## src/rtl/mulu_x2y2_seq.sv

```systemverilog
`default_nettype none
// ============================================================================
// Module      : mulu_x2y2_seq
// Description : Sequential WIDTH x WIDTH unsigned multiplier that drives an
//               external combinational 2x2 multiplier one digit pair per
//               clock and shift-accumulates the 4-bit partial products into a
//               2*WIDTH result.
//               Optional macro MULU_SEQ_SIGNED_EN adds an 'sgn' input that
//               selects two's-complement operands (sign-magnitude internally).
// Ports       : clk, rst        - clock, synchronous active-high reset
//               in_valid/ready  - operand handshake (a, b [, sgn])
//               mx, my          - digit pair to the 2x2 multiplier x/y
//               mp              - 4-bit product returned by the 2x2 multiplier
//               out_valid/ready - result handshake (result)
// Revision    : 1.0 - initial release
// ============================================================================
module mulu_x2y2_seq #(
    parameter int WIDTH = 8
) (
    input  logic                 clk,
    input  logic                 rst,
    input  logic                 in_valid,
    output logic                 in_ready,
`ifdef MULU_SEQ_SIGNED_EN
    input  logic                 sgn,
`endif
    input  logic [WIDTH-1:0]     a,
    input  logic [WIDTH-1:0]     b,
    output logic [1:0]           mx,
    output logic [1:0]           my,
    input  logic [3:0]           mp,
    output logic                 out_valid,
    input  logic                 out_ready,
    output logic [2*WIDTH-1:0]   result
);

    localparam int C_DIGITS = WIDTH / 2;
    localparam int C_CW     = (C_DIGITS > 1) ? $clog2(C_DIGITS) : 1;
    localparam logic [C_CW-1:0] C_LAST = C_CW'(C_DIGITS - 1);

    localparam logic [1:0] S_IDLE = 2'd0;
    localparam logic [1:0] S_RUN  = 2'd1;
    localparam logic [1:0] S_DONE = 2'd2;

    logic [1:0]           r_state;
    logic [1:0]           w_next_state;
    logic [WIDTH-1:0]     r_ra;
    logic [WIDTH-1:0]     r_rb;
    logic [2*WIDTH-1:0]   r_acc;
    logic [C_CW-1:0]      r_i;
    logic [C_CW-1:0]      r_j;

    logic                 w_accept;
    logic                 w_last;
    logic [C_CW+1:0]      w_shamt;
    logic [2*WIDTH-1:0]   w_mp_ext;
    logic [2*WIDTH-1:0]   w_sum;
    logic [2*WIDTH-1:0]   w_final;
    logic [WIDTH-1:0]     w_a_mag;
    logic [WIDTH-1:0]     w_b_mag;

    assign w_accept = in_valid && (r_state == S_IDLE);
    assign w_last   = (r_i == C_LAST) && (r_j == C_LAST);

    // Digit pair (i, j) carries weight 4^(i+j), i.e. a shift of 2*(i+j).
    assign w_shamt  = {({1'b0, r_i} + {1'b0, r_j}), 1'b0};
    assign w_mp_ext = (2*WIDTH)'(mp);
    assign w_sum    = r_acc + (w_mp_ext << w_shamt);

`ifdef MULU_SEQ_SIGNED_EN
    logic r_neg;

    // Magnitudes are WIDTH-bit unsigned, so the most negative value maps
    // onto 2^(WIDTH-1) without overflow.
    assign w_a_mag = (sgn && a[WIDTH-1]) ? (WIDTH'(0) - a) : a;
    assign w_b_mag = (sgn && b[WIDTH-1]) ? (WIDTH'(0) - b) : b;
    // Sign is folded into the last accumulate so DONE is reached on time.
    assign w_final = r_neg ? ((2*WIDTH)'(0) - w_sum) : w_sum;

    always_ff @(posedge clk) begin
        if (rst) begin
            r_neg <= 1'b0;
        end else if (w_accept) begin
            r_neg <= sgn && (a[WIDTH-1] ^ b[WIDTH-1]);
        end
    end
`else
    assign w_a_mag = a;
    assign w_b_mag = b;
    assign w_final = w_sum;
`endif

    // State register
    always_ff @(posedge clk) begin
        if (rst) begin
            r_state <= S_IDLE;
        end else begin
            r_state <= w_next_state;
        end
    end

    // Next-state logic
    always_comb begin
        w_next_state = r_state;
        case (r_state)
            S_IDLE: if (in_valid)  w_next_state = S_RUN;
            S_RUN:  if (w_last)    w_next_state = S_DONE;
            S_DONE: if (out_ready) w_next_state = S_IDLE;
            default:               w_next_state = S_IDLE;
        endcase
    end

    // Datapath: operand latch, digit counters, accumulator
    always_ff @(posedge clk) begin
        if (rst) begin
            r_ra  <= '0;
            r_rb  <= '0;
            r_acc <= '0;
            r_i   <= '0;
            r_j   <= '0;
        end else begin
            case (r_state)
                S_IDLE: begin
                    if (w_accept) begin
                        r_ra  <= w_a_mag;
                        r_rb  <= w_b_mag;
                        r_acc <= '0;
                        r_i   <= '0;
                        r_j   <= '0;
                    end
                end
                S_RUN: begin
                    r_acc <= w_last ? w_final : w_sum;
                    // j is the inner digit index
                    if (r_j == C_LAST) begin
                        r_j <= '0;
                        r_i <= w_last ? '0 : (r_i + C_CW'(1));
                    end else begin
                        r_j <= r_j + C_CW'(1);
                    end
                end
                default: begin
                end
            endcase
        end
    end

    assign in_ready  = (r_state == S_IDLE);
    assign out_valid = (r_state == S_DONE);
    assign result    = r_acc;
    assign mx        = (r_state == S_RUN) ? r_ra[{r_i, 1'b0} +: 2] : 2'b00;
    assign my        = (r_state == S_RUN) ? r_rb[{r_j, 1'b0} +: 2] : 2'b00;

endmodule
`default_nettype wire

```

## config.mk

```make
export PLATFORM = sky130hd
export DESIGN_NAME = mulu_x2y2_seq
export DESIGN_NICKNAME = d
export VERILOG_FILES = /design/src/rtl/mulu_x2y2_seq.sv
export SDC_FILE = /design/constraint.sdc
export NUM_CORES = 1
export LEC_CHECK = 0
export CORE_MARGIN = 2
export CORE_UTILIZATION = 30
export CTS_CLUSTER_SIZE = 25
export DETAILED_ROUTE_END_ITERATION = 10
export GPL_TIMING_DRIVEN = 0
export PLACE_DENSITY = 0.53
export SLEW_MARGIN = 20
export SYNTH_ARGS = -nofsm -noshare
export SYNTH_HDL_FRONTEND = slang
export SYNTH_SLANG_ARGS = --single-unit
```

## constraint.sdc

```tcl
create_clock -name clk -period 10.1 [get_ports clk]
set_input_delay 1.515 -clock clk [delete_from_list [all_inputs] [get_ports clk]]
set_output_delay 1.515 -clock clk [all_outputs]
set_load 0.1 [all_outputs]
```

==> impl_metrics.yaml <==
cts:
  ctsResizeCount: 0
  cts.path.max_buffers: 2
  cts_root_buf: "clkbuf_8"
  cts_buffers: 5
  cts_setup_buffers: 0
  htreeDepth: 2
  clkLatencyLatePin_ps: 300
  clkTransAtPathRegs_ps: 80
  cts_tree: "built"
  cts_hold_buf: 0
  cts_sinks: 38
global_routing:
  grt_pass1_vias: 2221
  grt_first_pass_wirelength_um: 10500
  grt_overflow_total: 0
  antenna_found_initial: 0
  grt_use_total_pct: 14.9
  grt_max_degree: 14
timing:
  finClkSkew_ps: 9.09
  worst_pin_slew_ps: 969
  drv_slew: 0
  finalSetupTns_ps: 0
  fin_crit_ps: 4270
  rsz0062_at_grt: "no"
  max_freq_ghz: 0.234
  setup_viol: 0
  fin_crit_sh_pct: 42.3
  max_slew_margin_pct: 35.2
  postLayoutSetupSlackWorst_ps: 5830
  finalHoldViolCount: 0
yosys:
  synth_edf_count: 0
  yosysTopAreaCell: "dfxtp_1"
  synth-xor-area-share_pct: 2.12
  synth_compound_area_share_pct: 24.9
  synth.top_cell.area_share_pct: 30.7
  synthAdderAreaFrac_pct: 10.7
  synth_top_family_by_area: "compound AO/OA/AOI/OAI gates"
  synth-seq-area-share_pct: 30.7
  yosys.area_share.simple_pct: 22.5
  netlist_instances: 301
  synth_mux_area_share_pct: 4.44
  synthFlopType: "dfxtp_1"
  syn-num-nets: 345
  avgSynthCellArea_um2: 8.24
  netlist_area_um2: 2480
  synthTopCellsByArea: "dfxtp_1, ha_1, nand2_1"
  ys_types: 53
  async_reset_ff_share_pct: 0
  yosys_register_bits: 38
  yosys_warnings: 0
drt:
  wl_um: 6260
  num_vias: 2301
  drt-wirelength-per-cell_um: 13.6
  drcViolationCount: 0
  drt_iter0_drc: 93
  dr.pass1.iters: 4
  ant_nets: 0
  viasPerCell: 5.01
placed_design:
  hpwlAfterDp_um: 4820
  pre_cts_ws_ps: 5710
  port_buffers: 45
  gp_congestion: 0.836
setup_path:
  cp_data_required_time_ps: 8590
  cp_max_fo: 10
  critPathKind: "reg -> out"
  end_kind: "output pin"
  critPathLaunchType: "flop"
  crit_arrival_ps: 2760
  regToRegSetupSlack_ps: 6080
layout:
  area_growth_pct: 29.0
  antenna_cells: 0
  drive_gt1_share_pct: 7.63
  nNetsFinal: 397
pwr:
  power.density_nw_per_um2: 123
  peakVddDrop_uv: 46.1
  p_leak_nw: 1.20
  total_power_uw: 393
floorplanning:
  fp.coreArea_um2: 8130
  dieArea_um2: 9010
  rows: 33
  fp.dieH_um: 94.9
  initial_core_util_pct: 30.5
  die_x_um: 94.9
  io_pins: 46
flow_run:
  cap_violations: 0
outcome:
  status: "complete, no violations"
min_path:
  hp-class: "reg -> reg"
==> cells in the final DEF (no fill, tap or decap), types with 6 or more instances in the layout <==
cell type / synthesis / layout
a21oi_1: 31 / 31
clkbuf_1: 9 / 9
clkbuf_8: 3 / 8
clkdlybuf4s50_1: 0 / 45
dfxtp_1: 38 / 38
ha_1: 18 / 18
inv_1: 7 / 7
nand2_1: 53 / 53
nand2b_1: 6 / 6
nand4_1: 7 / 7
nor2_1: 30 / 30
o21a_1: 7 / 7
o21ai_0: 11 / 11
==> area by class of cell <==
| type | count | area [um^2] |
|---|---|---|
| Tap cell | 105 | 131 |
| Sequential cell | 38 | 761 |
| Multi-Input combinational cell | 242 | 1600 |
| Inverter | 7 | 26.3 |
| Buffer | 14 | 90.1 |
| Clock inverter | 3 | 68.8 |
| Clock buffer | 5 | 68.8 |
| Fill cell | 852 | 4930 |
| Timing Repair Buffer | 45 | 450 |
==> state kept, by name, indices dropped and copies added, names as in the netlist <==
signal and flops:
result 16, r_rb 8, r_ra 8, r_state 2, r_i 2, r_j 2
==> synth_stat cells (all sizes together) (5+ instances only) <==
cell type and n:
o21a 7, xnor2 5, or3 5, a22oi 5, and2 5, clkbuf 12
nand4 7, ha 18, o21ai 11, a21oi 33, nand2b 6, dfxtp 38
nor2 30, inv 7, nand2 53
==> report_power, final <==
part	switching (mW)	internal (mW)	total (mW)
clock	0.0621	0.0991	0.161
combinational	0.0441	0.0276	0.0717
sequential	0.00421	0.156	0.160
==> kinds of logic (layout without fill, tap and decap cells) <==
family | Yosys count | after routing
AOI/OAI and AO/OA | 89 | 89
xor gates and xnor gates | 6 | 6
adders and majority gates | 20 | 20
buffers and inverters | 21 | 74
DFF | 38 | 38
muxes | 6 | 6
and+or+nand+nor | 121 | 121
==> worst paths after layout <==
path | from | to | cells past startpoint
setup / recovery | r_state[0]$_SDFFE_PP0P_ | mx[0] | 4
hold / removal | r_rb[4]$_SDFFE_PP0P_ | r_rb[4]$_SDFFE_PP0P_ | 2
setup reg to reg | r_j[0]$_SDFFE_PP0P_ | result[12]$_SDFFE_PP0P_ | 14
hold reg to reg | r_rb[4]$_SDFFE_PP0P_ | r_rb[4]$_SDFFE_PP0P_ | 2
==> metal layers <==
layer | wire length (um) | GRT usage (%)
met5 | 0 | 0
met3 | 238 | 2.55
met4 | 87 | 4.71
met1 | 3110 | 20.2
met2 | 2830 | 24.2
==> through the flow <==
step	instances	hold WS (ps)	cell area (um^2)	util (%)
2_1_floorplan	301	433	2480	-
3_5_place_dp	451	447	3060	37.7
6_report	459	456	3200	39.3
5_1_grt	459	475	3200	39.3
4_1_cts	459	459	3200	39.3
3_3_place_gp	451	443	3060	37.7
==> critical path: stages, from the launching register on <==
cell and delay, ps:
dfxtp_1 390, and2b_1 290, clkbuf_1 420, and2_1 210
clkdlybuf4s50_1 1130
Note: power is estimated with default switching activity, not from simulation.
